<file path="config.mk">
export PLATFORM = sky130hd
export DESIGN_NAME = serial_rx_ctrl
export DESIGN_NICKNAME = d
export VERILOG_FILES = /design/src/rtl/serial_pkg.sv /design/src/rtl/serial_bit_timer.sv /design/src/rtl/serial_rx_ctrl.sv
export SDC_FILE = /design/constraint.sdc
export NUM_CORES = 1
export LEC_CHECK = 0
export CAP_MARGIN = 20
export CORE_ASPECT_RATIO = 1.2
export CORE_UTILIZATION = 40
export DETAILED_ROUTE_END_ITERATION = 10
export GPL_TIMING_DRIVEN = 0
export PLACE_DENSITY = 0.56
export SLEW_MARGIN = 10
export SYNTH_ARGS = -nofsm -noshare
export SYNTH_HDL_FRONTEND = slang
export SYNTH_SLANG_ARGS = --single-unit
</file>
<file path="constraint.sdc">
create_clock -name clk -period 5 [get_ports clk]
set_input_delay 0.75 -clock clk [delete_from_list [all_inputs] [get_ports clk]]
set_output_delay 0.75 -clock clk [all_outputs]
set_load 0.02 [all_outputs]
</file>
<file path="src/rtl/serial_pkg.sv">
// Shared types and helpers for the serial receive path.
// Latency: n/a (package only).
// Backpressure: n/a (package only).
package serial_pkg;

    // Line level while nothing is being transmitted
    localparam logic IDLE_LEVEL = 1'b1;

    // Receive sequencer states
    typedef enum logic [2:0] {
        IDLE,
        START,
        DATA,
        PARITY,
        STOP,
        BREAK
    } rx_state_t;

    // Bits needed to hold values 0..value-1
    function automatic int clog2(input int value);
        int width;
        width = 0;
        for (int i = 0; i < 31; i++) begin
            if ((1 << i) < value) begin
                width = i + 1;
            end
        end
        return width;
    endfunction

endpackage

</file>
<file path="src/rtl/serial_bit_timer.sv">
// Phase counter for one serial bit: 0..CLKS_PER_BIT-1 with half-bit and full-bit ticks.
// Latency: ticks are combinational decodes of the counter; reload takes effect on the next edge.
// Backpressure: none, free-running while reload is low.
module serial_bit_timer #(
    parameter int CLKS_PER_BIT = 16
) (
    input  logic clk,
    input  logic rst,
    input  logic reload,
    output logic half_tick,
    output logic full_tick
);
    import serial_pkg::*;

    localparam int PW = clog2(CLKS_PER_BIT);
    localparam logic [PW-1:0] HALF_LAST = PW'(CLKS_PER_BIT / 2 - 1);
    localparam logic [PW-1:0] FULL_LAST = PW'(CLKS_PER_BIT - 1);

    logic [PW-1:0] phase;

    // Count through one bit period; a reload or the terminal count restarts at zero
    always_ff @(posedge clk or posedge rst) begin
        if (rst) begin
            phase <= '0;
        end else if (reload || (phase == FULL_LAST)) begin
            phase <= '0;
        end else begin
            phase <= phase + 1'b1;
        end
    end

    assign half_tick = (phase == HALF_LAST);
    assign full_tick = (phase == FULL_LAST);

endmodule

</file>
<file path="src/rtl/serial_rx_ctrl.sv">
// Serial receive sequencer: start detect, mid-bit sampling, LSB-first shift, one-entry output buffer.
// Latency: out_valid rises on the stop-bit sample edge, (DATA_BITS+1.5)*CLKS_PER_BIT+3 clk after the start edge.
// Backpressure: a full buffer without out_ready drops the new byte and pulses overrun.
// Optional even-parity bit between data and stop: define SERIAL_RX_PARITY_EN.
module serial_rx_ctrl #(
    parameter int CLKS_PER_BIT = 16,
    parameter int DATA_BITS    = 8
) (
    input  logic                 clk,
    input  logic                 rst,
    input  logic                 rxd,
    output logic [DATA_BITS-1:0] out_data,
    output logic                 out_valid,
    input  logic                 out_ready,
    output logic                 busy,
    output logic                 frame_err,
    output logic                 overrun,
    output logic                 parity_err
);
    import serial_pkg::*;

    localparam int BW = clog2(DATA_BITS + 1);
    localparam logic [BW-1:0] LAST_BIT = BW'(DATA_BITS - 1);

    logic                 rx_meta;
    logic                 rx;
    rx_state_t            state;
    logic [BW-1:0]        bit_cnt;
    logic [DATA_BITS-1:0] shreg;
    logic                 half_tick;
    logic                 full_tick;
    logic                 reload;
    logic                 stop_sample;
    logic                 deliver;
    logic                 par_bad;

    // Two-flop synchronizer for the asynchronous line, resting at the idle level
    always_ff @(posedge clk or posedge rst) begin
        if (rst) begin
            rx_meta <= IDLE_LEVEL;
            rx      <= IDLE_LEVEL;
        end else begin
            rx_meta <= rxd;
            rx      <= rx_meta;
        end
    end

    // The timer is held at zero while idle or waiting out a break, and restarted when
    // the start bit is confirmed; DATA/PARITY/STOP entries coincide with the natural
    // wrap at the full-bit tick, so every state starts its bit period from phase zero.
    assign reload = (state == IDLE) || (state == BREAK) || ((state == START) && half_tick);

    serial_bit_timer #(
        .CLKS_PER_BIT(CLKS_PER_BIT)
    ) u_bit_timer (
        .clk      (clk),
        .rst      (rst),
        .reload   (reload),
        .half_tick(half_tick),
        .full_tick(full_tick)
    );

    assign busy        = (state != IDLE);
    assign stop_sample = (state == STOP) && full_tick;
    assign deliver     = stop_sample && (rx == IDLE_LEVEL) && !par_bad;

    // Frame sequencer: start qualification, data shifting, stop check, break wait
    always_ff @(posedge clk or posedge rst) begin
        if (rst) begin
            state     <= IDLE;
            bit_cnt   <= '0;
            shreg     <= '0;
            frame_err <= 1'b0;
        end else begin
            frame_err <= 1'b0;
            case (state)
                IDLE: begin
                    if (rx != IDLE_LEVEL) begin
                        state <= START;
                    end
                end
                START: begin
                    if (half_tick) begin
                        if (rx != IDLE_LEVEL) begin
                            state   <= DATA;
                            bit_cnt <= '0;
                        end else begin
                            // Line went back high before mid-start: treat as a glitch
                            state <= IDLE;
                        end
                    end
                end
                DATA: begin
                    if (full_tick) begin
                        // Line order is LSB first, so each new bit enters at the top
                        shreg   <= {rx, shreg[DATA_BITS-1:1]};
                        bit_cnt <= bit_cnt + 1'b1;
                        if (bit_cnt == LAST_BIT) begin
`ifdef SERIAL_RX_PARITY_EN
                            state <= PARITY;
`else
                            state <= STOP;
`endif
                        end
                    end
                end
                PARITY: begin
                    if (full_tick) begin
                        state <= STOP;
                    end
                end
                STOP: begin
                    if (full_tick) begin
                        if (rx == IDLE_LEVEL) begin
                            state <= IDLE;
                        end else begin
                            frame_err <= 1'b1;
                            state     <= BREAK;
                        end
                    end
                end
                BREAK: begin
                    // A line held low must return high before a new start is accepted
                    if (rx == IDLE_LEVEL) begin
                        state <= IDLE;
                    end
                end
                default: begin
                    state <= IDLE;
                end
            endcase
        end
    end

`ifdef SERIAL_RX_PARITY_EN
    // Even parity over data plus parity bit; verdict is held until the stop-bit sample
    always_ff @(posedge clk or posedge rst) begin
        if (rst) begin
            par_bad    <= 1'b0;
            parity_err <= 1'b0;
        end else begin
            parity_err <= stop_sample && par_bad;
            if ((state == PARITY) && full_tick) begin
                par_bad <= ((^shreg) != rx);
            end
        end
    end
`else
    assign par_bad    = 1'b0;
    assign parity_err = 1'b0;
`endif

    // One-entry output buffer: load on a good frame if empty or drained this cycle
    always_ff @(posedge clk or posedge rst) begin
        if (rst) begin
            out_data  <= '0;
            out_valid <= 1'b0;
            overrun   <= 1'b0;
        end else begin
            overrun <= 1'b0;
            if (deliver && (!out_valid || out_ready)) begin
                out_data  <= shreg;
                out_valid <= 1'b1;
            end else begin
                if (deliver) begin
                    overrun <= 1'b1;
                end
                if (out_valid && out_ready) begin
                    out_valid <= 1'b0;
                end
            end
        end
    end

endmodule

</file>
==> results of run 1 <==
## path summary, 6_finish.rpt
| check | from | to | cells past startpoint |
|---|---|---|---|
| worst max-delay path | state[1] | busy | 3 |
| min in group asynchronous | rst | u_bit_timer.phase[2] | 2 |
| worst min-delay path | rx_meta | rx | 0 |
| worst min register to register | rx_meta | rx | 0 |
| worst max register to register | u_bit_timer.phase[0] | shreg[0] | 4 |
| max in group asynchronous | rst | rx_meta | 3 |
## worst register-to-register path: stages, from the launching register on
cell and delay, ns:
dfrtp_1 0.37, ha_1 0.30, nand4b_1 0.22, nor2_2 0.46
mux2_2 0.39
## cell type report
type | instances | area, sq um
buffer | 8 | 52.55
multi-input combinational | 71 | 569.3
tap | 37 | 46.29
clock inverter | 1 | 5.005
clock buffer | 6 | 72.57
timing repair buffer | 16 | 177.7
fill | 314 | 1633
inverter | 2 | 7.507
sequential | 32 | 803.3
## kinds of logic (layout without fill, tap and decap cells)
logic type	count (synthesis)	in the layout	synth area share (%)
AO/OA/AOI/OAI	14	14	7.861
flip-flops	32	32	56.07
other	1	1	0.2618
buffers and inverters	10	33	4.192
multiplexers	17	17	13.36
AND/OR/NAND/NOR	35	35	15.28
adder cells (fa/ha/maj)	2	2	1.746
XOR/XNOR	2	2	1.223
## state kept, by name, summed over array words and instances (netlist names)
register and flops:
out_data 8, shreg 8, bit_cnt 4, u_bit_timer.phase 4, state 3, frame_err 1
out_valid 1, overrun 1, rx 1, rx_meta 1
## per-layer routing
metal	global-route usage, %	routed length [microns]
met1	15.85	1105
met2	22.79	1103
met3	4.598	86
met4	9.146	63
met5	0	0
## placed cells by master (no fill, tap or decap), types with 3 or more instances in the layout
cell / n
dfrtp_1: 30
mux2_2: 17
clkdlybuf4s50_1: 15
nor2b_1: 5
clkbuf_8: 5
nand2_1: 4
nor3_1: 4
buf_4: 3
nand3_1: 3
buf_2: 3
o21ai_0: 3
## report_power, final
group          switching [mW]  internal [mW]
combinational          0.0966          0.105
sequential             0.0306          0.307
clock                  0.0876         0.0944
## per-stage QoR
stage	cells	util, %	hold WS [ns]	total power [mW]	worst slack, ns
detailed placement	166	49.20	0.3468	0.5450	2.763
CTS	173	51.51	0.3567	0.7303	2.515
floorplan	113	-	0.3452	0.5002	3.286
global placement	165	48.38	0.3466	0.5361	2.763
finish	173	51.51	0.3563	0.7204	2.531
global route	173	51.51	0.3647	0.7675	2.473
==> summary.md, run 1 <==
| Metric | Value |
|---|---|
| Setup TNS | `0 ns` |
| Slowest library cell on the worst path | `clkdlybuf4s50_1` |
| Async SR Flop Fraction | `100.0%` |
| Vias per cell | `5.272` |
| DP Area | `1657 sq um` |
| H-tree depth | `2` |
| Nets | `142` |
| Critical path peak fanout | `10` |
| Boundary Pins | `17` |
| Vias in the first global route | `between 800 and 900` |
| Synthesized flop and latch total | `32` |
| Delay of the slowest critical-path stage | `0.54 ns` |
| Crit path buf inv count | `2` |
| WP data arrival | `1.72 ns` |
| Area contributors post-synth | `dfrtp_1 52%, mux2_2 13%, dfstp_2 3.7%` |
| Largest area contributor in the netlist | `dfrtp_1` |
| Top_reg_cell synth | `dfrtp_1` |
| Port Buffers | `15` |
| Synth unique cells | `42` |
| Min Tclk post-route | `2.469 ns` |
| Hold violation count in the final report | `0` |
| Worst-path clk slew | `0.06 ns` |
| Gr ovfl total | `0` |
| Syn Nets | `119` |
| ANT nets after route | `0` |
| TritonCTS clock tree | `done` |
| Reg2reg setup slack | `3.14 ns` |
| Power Density | `roughly 420 nW/um^2` |
| CTS sink count | `32` |
| DRC errors left | `0` |
| First-pass GRT wire length | `between 3 and 4 mm` |
| Hold_buf cts | `0` |
| HPWL after DPL | `roughly 1.6 mm` |
| EDFF count, synth | `0` |
| Clock Latency Late Sink | `0.28 ns` |
| Root buf cell | `clkbuf_8` |
| Leakage | `slightly below 0.8 nW` |
| Initial Util | `42.55%` |
| Largest net degree at the start of global routing | `23` |
| Initial antenna violation count | `0` |
| RSZ-0062 raised after global routing | `no` |
| Antenna Diode Count | `0` |
| Setup bufs post-CTS | `0` |
| Yosys warns | `0` |
| WP data required | `4.25 ns` |
| Area Growth Syn to Fin | `21.05%` |
| Slew headroom | `66.55%` |
| Clk buf depth | `2` |
| Tightest Pin Transition | `roughly 0.50 ns` |
| Fin. max-slew vios | `0` |
| Max cap viols | `0` |
| Chip width | `56.63 microns` |
| Setup CP Type | `reg -> out` |
| Crit share post-route | `49.38%` |
| Final Instance Area | `roughly 1700 sq um` |
| Top-area cell type share of the netlist area | `52.40%` |
| Layout cells sized above 1 | `28.68%` |
| Row cnt | `23` |
| Post-CTS Resized | `0` |
| Final worst clock skew | `approximately 0.0045 ns` |
| Crit path max-delay family | `buffers and inverters` |
| Gr usage total | `between 10 and 15%` |
| Drt wl/cell | `around 14 microns` |
| Drt first pass iters | `3` |
| Element type at the critical path end | `primary output` |
| Most frequent cell after synthesis | `dfrtp_1` |
| Sequential element share of the synthesized area | `56.07%` |
| Worst IR drop on VDD | `0.2689 mV` |
| Via Count | `912` |
| Fmax | `405.0 MHz` |
| Crit start category | `flop` |
| Die ar. | `3826 sq um` |
| Floorplan Core Area | `3367 sq um` |
| Die H | `67.56 microns` |
| Mean Syn Cell Area | `~13 sq um` |
| Run status | `complete, no violations` |
| Routability congestion estimate | `0.7628` |
| Cell Area, Synth | `1433 sq um` |
| # setup viols final | `0` |
| TritonCTS buffer count | `5` |
| Drt initial violations | `22` |
| WL final | `~2.4 mm` |
| Post-synth top cells | `30 x dfrtp_1, 17 x mux2_2, 5 x nor2b_1, 4 x nand2_1, 4 x nor3_1` |
| Hold/Removal Path Class | `reg -> reg` |
| Post-synthesis cell count | `113` |
| Cell Chain, Critical Path | `buf_2, or3_1, clkdlybuf4s50_1` |
Note: power is estimated with default switching activity, not from simulation.
==> run 2: changes to the inputs <==
==> constraint.sdc (replaced) <==
create_clock -name clk -period 2.5 [get_ports clk]
set_input_delay 0.375 -clock clk [delete_from_list [all_inputs] [get_ports clk]]
set_output_delay 0.375 -clock clk [all_outputs]
set_load 0.02 [all_outputs]
==> results of run 2 <==
Same layout as run 1 (identical final DEF). Status: complete, no violations.
Among the figures that moved: setup slack after placement 2.763 ns -> 0.6231 ns; setup slack after layout 2.531 ns -> 0.4061 ns; register-to-register setup slack 3.14 ns -> 0.64 ns; total power 0.7204 mW -> 1.441 mW; worst IR drop on VDD 0.2689 mV -> 0.5378 mV
